==> config.mk <==
export PLATFORM = sky130hd
export DESIGN_NAME = uart_rx_fifo
export DESIGN_NICKNAME = d
export VERILOG_FILES = /design/src/rtl/uart_pkg.sv /design/src/rtl/uart_fifo_mem.sv /design/src/rtl/uart_rx_fifo.sv
export SDC_FILE = /design/constraint.sdc
export NUM_CORES = 1
export LEC_CHECK = 0
export BUFFER_PORTS_ARGS = -buffer_cell sky130_fd_sc_hd__clkbuf_2
export CAP_MARGIN = 20
export CORE_AREA = 5 5 87 89
export DETAILED_ROUTE_END_ITERATION = 10
export DIE_AREA = 0 0 92 94
export HOLD_SLACK_MARGIN = 0.1
export PLACE_DENSITY = 0.74
export SKIP_LAST_GASP = 1
export SLEW_MARGIN = 15
export SYNTH_ARGS = -nofsm -noshare
export SYNTH_HDL_FRONTEND = slang
export SYNTH_SLANG_ARGS = --single-unit
==> constraint.sdc <==
create_clock -name clk -period 2.45 [get_ports clk]
set_input_delay 0.49 -clock clk [delete_from_list [all_inputs] [get_ports clk]]
set_output_delay 0.49 -clock clk [all_outputs]
set_load 0.02 [all_outputs]
==> src/rtl/uart_pkg.sv <==
// Shared UART definitions.
// Holds the default geometry of the receive FIFO and the receive byte width.
package uart_pkg;

  localparam int unsigned UART_DATA_WIDTH = 8;
  localparam int unsigned RX_FIFO_DEPTH   = 8;

endpackage : uart_pkg

==> src/rtl/uart_fifo_mem.sv <==
// Storage array for the UART receive FIFO.
// Ports:
//   clk   - write clock
//   we    - write enable; stores wdata at waddr on the rising edge
//   waddr - write address
//   wdata - write data
//   raddr - read address
//   rdata - asynchronous read data at raddr
// Contents are never reset. The FIFO control logic hides stale data.
module uart_fifo_mem #(
  parameter int unsigned WIDTH = 9,
  parameter int unsigned DEPTH = 8,
  localparam int unsigned AW   = $clog2(DEPTH)
) (
  input  logic             clk,
  input  logic             we,
  input  logic [AW-1:0]    waddr,
  input  logic [WIDTH-1:0] wdata,
  input  logic [AW-1:0]    raddr,
  output logic [WIDTH-1:0] rdata
);

  logic [WIDTH-1:0] mem_q [DEPTH];

  // Single synchronous write port.
  always_ff @(posedge clk) begin
    if (we) begin
      mem_q[waddr] <= wdata;
    end
  end

  // Asynchronous read port. This supports show-ahead at the FIFO head.
  assign rdata = mem_q[raddr];

endmodule : uart_fifo_mem

==> src/rtl/uart_rx_fifo.sv <==
// Show-ahead receive FIFO that sits between the UART receiver and the
// memory-map controller.
// Ports:
//   clk, rst - clock and synchronous active-high reset
//   wr_en    - push strobe; wr_data / wr_perr are the byte and its parity flag
//   rd_en    - pop strobe
//   clr_ovf  - clears the sticky overflow flag
//   rd_data  - head-entry byte; 0 when empty
//   rd_perr  - head-entry parity flag; 0 when empty
//   empty    - no entries are stored
//   full     - DEPTH entries are stored
//   count    - number of stored entries
//   overflow - sticky flag; set when a byte is dropped
module uart_rx_fifo
  import uart_pkg::*;
#(
  parameter int unsigned DATA_WIDTH = UART_DATA_WIDTH,
  parameter int unsigned DEPTH      = RX_FIFO_DEPTH,
  localparam int unsigned PW        = $clog2(DEPTH),
  localparam int unsigned CW        = PW + 1
) (
  input  logic                  clk,
  input  logic                  rst,
  input  logic                  wr_en,
  input  logic [DATA_WIDTH-1:0] wr_data,
  input  logic                  wr_perr,
  input  logic                  rd_en,
  input  logic                  clr_ovf,
  output logic [DATA_WIDTH-1:0] rd_data,
  output logic                  rd_perr,
  output logic                  empty,
  output logic                  full,
  output logic [CW-1:0]         count,
  output logic                  overflow
);

  localparam int unsigned EW = DATA_WIDTH + 1;

  logic [PW-1:0] wr_ptr_q, wr_ptr_d;
  logic [PW-1:0] rd_ptr_q, rd_ptr_d;
  logic [CW-1:0] count_q, count_d;
  logic          ovf_q, ovf_d;
  logic          push_c, pop_c, drop_c;
  logic [EW-1:0] head_c;

  assign empty    = (count_q == CW'(0));
  assign full     = (count_q == CW'(DEPTH));
  assign count    = count_q;
  assign overflow = ovf_q;

  // Pointer, occupancy and overflow next-state logic.
  always_comb begin
    pop_c    = 1'b0;
    push_c   = 1'b0;
    drop_c   = 1'b0;
    wr_ptr_d = wr_ptr_q;
    rd_ptr_d = rd_ptr_q;
    count_d  = count_q;
    ovf_d    = ovf_q;

    pop_c  = rd_en && !empty;
    // When the FIFO is full, a simultaneous pop frees the slot,
    // because DEPTH >= 2 means full implies not empty.
    push_c = wr_en && (!full || rd_en);
    drop_c = wr_en && full && !rd_en;

    if (push_c) wr_ptr_d = wr_ptr_q + PW'(1);
    if (pop_c)  rd_ptr_d = rd_ptr_q + PW'(1);

    case ({push_c, pop_c})
      2'b10:   count_d = count_q + CW'(1);
      2'b01:   count_d = count_q - CW'(1);
      default: count_d = count_q;
    endcase

    // If a set and a clear arrive together, the set wins.
    if (drop_c)       ovf_d = 1'b1;
    else if (clr_ovf) ovf_d = 1'b0;
  end

  // State registers.
  always_ff @(posedge clk) begin
    if (rst) begin
      wr_ptr_q <= '0;
      rd_ptr_q <= '0;
      count_q  <= '0;
      ovf_q    <= 1'b0;
    end else begin
      wr_ptr_q <= wr_ptr_d;
      rd_ptr_q <= rd_ptr_d;
      count_q  <= count_d;
      ovf_q    <= ovf_d;
    end
  end

  uart_fifo_mem #(
    .WIDTH (EW),
    .DEPTH (DEPTH)
  ) u_mem (
    .clk   (clk),
    .we    (push_c && !rst),
    .waddr (wr_ptr_q),
    .wdata ({wr_perr, wr_data}),
    .raddr (rd_ptr_q),
    .rdata (head_c)
  );

  // Mask the head entry while empty so stale storage stays invisible.
  assign rd_data = empty ? '0   : head_c[DATA_WIDTH-1:0];
  assign rd_perr = empty ? 1'b0 : head_c[DATA_WIDTH];

endmodule : uart_rx_fifo

# Word-level counts from Yosys, hierarchy flattened
# Memories as Yosys holds them, arrays and structs flattened. A register that Yosys moved wholly into a read port is not among the register bits.
# Cells that the tools add are included.
[totals] ram_bits=72 inputBits=14 word_cells=34 regBits=11 latchBits=0 memories=1 rom_bits=0
[mem_list] name="u_mem.mem_q" words=8 width=9 read_ports=1 rd_clocked_by_memory_dff=1 write_ports=1 line_no="uart_fifo_mem.sv:23" rtl="logic [WIDTH-1:0] mem_q [DEPTH];"
[classes] div=0 order_cmp=0 n_mux=9 mul=0 n_eq_ne=3 n_addsub=4 n_bitwise=0 n_reduce_logical=13 shift=0
[ops] cell="two-way mux 8 bit" n=1
[ops] cell="one-hot mux 4 bit (2 select lines)" n=1
[ops] cell="adder 3 x 1 -> 3 bit, second input constant" n=2
[ops] cell="two-way mux 3 bit" n=2
[ops] cell="logical AND 1 bit" n=5
[ops] cell="two-way mux 1 bit" n=5
[ops] cell="adder 4 x 1 -> 4 bit, second input constant" n=1
[ops] cell="equality test 4 bit, second input constant" n=1
[ops] cell="logical NOT 1 bit" n=4
[ops] cell="logical NOT 4 bit" n=1
[ops] cell="nonzero test 2 bit" n=2
[ops] cell="subtractor 4 x 1 -> 4 bit, second input constant" n=1
[ops] cell="equality test 2 x 1 -> 1 bit, second input constant" n=1
[ops] cell="equality test 2 bit, second input constant" n=1
[ops] cell="logical OR 1 bit" n=1

# Logic depth before layout (Yosys ltp)
[logic_depth] ltp_word=7 ltp_mapped=10

# Modules after synthesis
# Synthesis repeated with hierarchy kept, for this count alone.
[unflattened] cells_unflattened=188 hier_area_um2=3483.3
[modules_own_cells] mod="uart_fifo_mem" seq_area_each_um2=2162.1 area_per_inst_um2=2839.0 cells_each=117 instances=1
[modules_own_cells] mod="uart_rx_fifo" seq_area_each_um2=220.2 area_per_inst_um2=644.4 cells_each=71 instances=1

# Worst setup path after synthesis
# No wires, ideal clock.
[synth_timing] path_type="flip-flop to flip-flop" start="register count_q[1] (netlist: count[1])" end="register count_q[2] (netlist: count[2])" stages_incl_launch_ff=11 arrival_ns=2.514 path_buffers=1 required_time_ns=2.380 setup_time_ns=0.070 slack_ns=-0.134 synth_period_minus_slack_ns=2.584 path_cell_list="dfxtp_1 -> or4b_1 -> buf_2 -> o21ai_4 -> ha_1 -> xor2_1 -> ha_1 -> a21oi_1 -> xor2_1 -> or3_1 -> a21oi_1"
[synth_via] elab_chain_len=6 word_cells_on_any_way=13
[synth_lines] element="start, declared" line_no="uart_rx_fifo.sv:41" rtl="logic [CW-1:0] count_q, count_d;"
[synth_lines] element="start signal, assigned" line_no="uart_rx_fifo.sv:91" rtl="count_q <= count_d;"
[synth_lines] element="equality test 4 bit" line_no="uart_rx_fifo.sv:47" rtl="assign full = (count_q == CW'(DEPTH));"
[synth_lines] element="logical NOT 1 bit" line_no="uart_rx_fifo.sv:64" rtl="push_c = wr_en && (!full || rd_en);"
[synth_lines] element="logical OR 1 bit" line_no="uart_rx_fifo.sv:64"
[synth_lines] element="logical AND 1 bit" line_no="uart_rx_fifo.sv:64"
[synth_lines] element="equality test 2 x 1 -> 1 bit or equality test 2 bit (tied branches)" line_no="uart_rx_fifo.sv:70" rtl="case ({push_c, pop_c})"
[synth_lines] element="one-hot mux 4 bit (2 select lines) or nonzero test 2 bit (tied branches)"
# Parallel ways exist; a longest one is shown, timed or not.
# A chain may end at the register's enable or synchronous reset.

# Worst setup path in the final report
# Ends and elaborated chain as after synthesis.

==> metrics list <==
- The largest individual stage delay along the critical path comes from the cell or4b_4.
* Instance count along the most critical hold path: 1
* Most common cell after layout, fill and taps aside: edfxtp_1
- Number of buffer cells added on primary ports: 29
* Worst-skew pair later-pin latency: 350 ps
* Sink count of the clock tree: 86
- Synthesis handed over a netlist of 193 instances.
* Warnings from Yosys: 0
- Among all flip-flop cells after synthesis, the most frequent one is edfxtp_1.
- Number of hold violations in the final report: 0
- RD Place Congestion: 0.737
- Startpoint-to-endpoint class of the critical path: flip-flop to flip-flop
* Minimum clock period: 2330 ps
- Number of placed I/O pins: 30
* HPWL after detailed placement: 3770 µm
* Starting density of the core: 51.5%
- Yosys cell types: 31
* Cell accounting for the most synthesized area: edfxtp_1
* Die H: 94 µm
- Status: finished clean
- In the layout the commonest cells are 72 x edfxtp_1, 29 x clkbuf_2, 24 x nor2_1, 18 x mux4_2, 17 x buf_4.
- CTS H-tree depth: 3
- After synthesis, the largest area contributor takes up 62.8% of total cell area.
* Fraction of layout instances using a drive strength above 1: 37.7%
- Number of antenna violations at the first check in global routing: 0
- TritonCTS built the clock tree.
* Diode insertion count for antenna repair: 0
* Unrepaired setup endpoints after global routing: yes
- Ranked by total cell area, the synthesized netlist is headed by edfxtp_1 63%, mux4_2 12%, dfxtp_1 8.1%, mux2i_1 3.5%, nor2_1 2.6%.
- After clock tree synthesis, the clock-pin slew on the worst setup and hold paths is 90 ps.
* Portion of the clock cycle consumed by the worst path in the final layout: 95.1%
- Cell count along the critical path: 9
* Nets in the synthesized netlist: 212
- Setup-failing EPs final: 0
- For this run, the slowest stage of the critical path takes 550 ps.
* Pin count of the biggest net entering global routing: 19
- Dividing the detail-routed wire length by the instance count gives 17.9 µm.
* Transition time at the pin with the least slew margin: 660 ps
- Relative max-transition margin: 55.9%
* Top delay family on crit path: simple AND/OR/NAND/NOR gates
- Worst-path cell chain: or4b_4 > o21ai_4 > ha_4 > xor2_1 > ha_1 > a21oi_1 > xor2_1 > or3_1 > a21oi_1
- Derived from the worst setup path, the maximum achievable clock frequency is 429 MHz.
- Final core utilization: 60.2%
- Total wirelength of the detailed-routed design: 5870 µm
* Buffers & Inverters on Critical Path: 0
- Sequential cells were found to cover 70.9% of the synthesized design area.
- Kind of launch point of the worst setup path: flip-flop
- Maximum buffer depth of the clock tree: 2
- In the synthesized netlist the async set-or-reset flop fraction comes to 0%.
* Number of detailed-route iterations in the first pass: 4
- Hold/Removal Path Class: primary input to flip-flop
* Die W: 92 µm
- Pwr Total: 3840 µW
- Leakage dissipation: 0.00138 µW
* Critical Path RT: 2720 ps
- Standard cell core area: 6680 µm²
- Synthesis inferred 86 register bits.
- Area of the die: 8650 µm²
- The count of nets left with antenna violations once routing finished came out at 0.
* Worst Slack Setup Final: 121 ps
* Final Net Count: 261
- The number of cells on the worst reg-to-reg path is 9.
- The average instance in the mapped netlist occupies 17.8 µm².
- For this block, the initial DRC count from the detailed router was 112.
- Worst VDD drop: 703 µV
* Layout overhead on the synthesized area: 16.8%
- Post-Synthesis Cell Area: 3440 µm²
- Summed over all layers, the global routing overflow is 0.
- Buffers added to address setup during post-CTS repair amount to 0.
* Worst endpoint data arrival time: 2600 ps
* PwrDens: 954 nW/µm²
- Buffers inserted during clock tree synthesis total 9.
- The first global-routing pass estimated 9470 µm of wire.
- Row count: 30
* Per-cell via count in the routed design: 5.56
- Buffer cell driving the clock tree root: clkbuf_8
- OpenSTA, run right after detailed placement, puts the worst setup slack at 65.6 ps.
- In the global route stage, overall resource usage came out at 15.0%.
- Vias in the first global route: 1786
- Largest driver fanout on the critical path: 5
- In this run, synthesis inferred 72 flip-flops with an integrated enable.
* Drc violations: 0
- Vias post-DR: 1818
* Crit end category: flip-flop
- The final-report max-slew violation count is 0.
- Final Skew: 8.59 ps
- Max-cap violations in this run came to 0.
==> area by class of cell <==
type | count | area (µm²)
inverter | 1 | 3.75
fill | 517 | 2660
clock inverter | 6 | 46.3
timing repair buffer | 47 | 293
sequential | 86 | 2450
tap | 80 | 100
clock buffer | 10 | 128
multi-input combinational | 97 | 1000
==> state kept, by name (all words and copies together) (netlist names), named ones only <==
| name | cells |
|---|---|
| u_mem.mem_q | 72 |
| count | 4 |
| rd_ptr_q | 3 |
| wr_ptr_q | 3 |
| overflow | 1 |
==> layer usage <==
layer	GRT usage, %	routed length, µm
met4	6.31	104
met1	20.5	2720
met2	23.0	2780
met5	0	0
met3	4.01	260
==> kinds of logic (layout without fill, tap and decap cells) <==
group | count (synthesis) | in the layout | synth area share (%)
flip-flops | 86 | 86 | 70.9
AND/OR/NAND/NOR | 44 | 44 | 6.50
multiplexers | 31 | 31 | 15.6
AO/OA/AOI/OAI | 10 | 10 | 2.07
buffers and inverters | 10 | 64 | 1.31
XOR/XNOR | 7 | 7 | 1.78
adder cells (fa/ha/maj) | 5 | 5 | 1.82
==> timing repair <==
| action | 4_1_cts | 5_1_grt |
|---|---|---|
| gates resized for setup | 0 | 2 |
| endpoints found under the setup margin | 0 | 2 |
| hold buffers | 0 | 0 |
==> per-stage QoR <==
| stage | hold WS, ps | instance area, µm² | TNS (ps) | cells |
|---|---|---|---|---|
| after floorplan | 485 | 3460 | -36.0 | 193 |
| after global placement | 486 | 3840 | 0 | 311 |
| after detailed placement | 516 | 3840 | 0 | 311 |
| after CTS | 394 | 4010 | 0 | 327 |
| after global routing | 400 | 4020 | -23.1 | 327 |
| final | 412 | 4020 | 0 | 327 |
==> cell usage after synthesis, types with 2 or more instances <==
master / number
clkbuf_1: 3
ha_1: 5
xor2_1: 6
nor2b_1: 3
mux2i_1: 12
o211ai_1: 2
nor3_1: 3
dfxtp_1: 14
buf_2: 2
nand3b_1: 3
nand2b_1: 2
a21oi_1: 5
mux4_2: 18
edfxtp_1: 72
nor4_1: 3
buf_1: 2
nor2_1: 24
==> path summary, 6_finish.rpt <==
kind                   start  slack (ps)           endpoint
setup / recovery    count[1]         120           count[2]
setup reg to reg    count[1]         120           count[2]
hold / removal    wr_data[4]         410  u_mem.mem_q[4][4]
hold reg to reg     count[0]         530           count[0]
==> power by group <==
| part | total (µW) | switching [µW] | leakage [µW] | internal, µW |
|---|---|---|---|---|
| Sequential | 1730 | 58.5 | 0.000766 | 1670 |
| Clock | 872 | 496 | 0.0000849 | 376 |
| Combinational | 1230 | 694 | 0.000529 | 537 |
| Total | 3840 | 1250 | 0.00138 | 2590 |
Note: power is estimated with default switching activity, not from simulation.
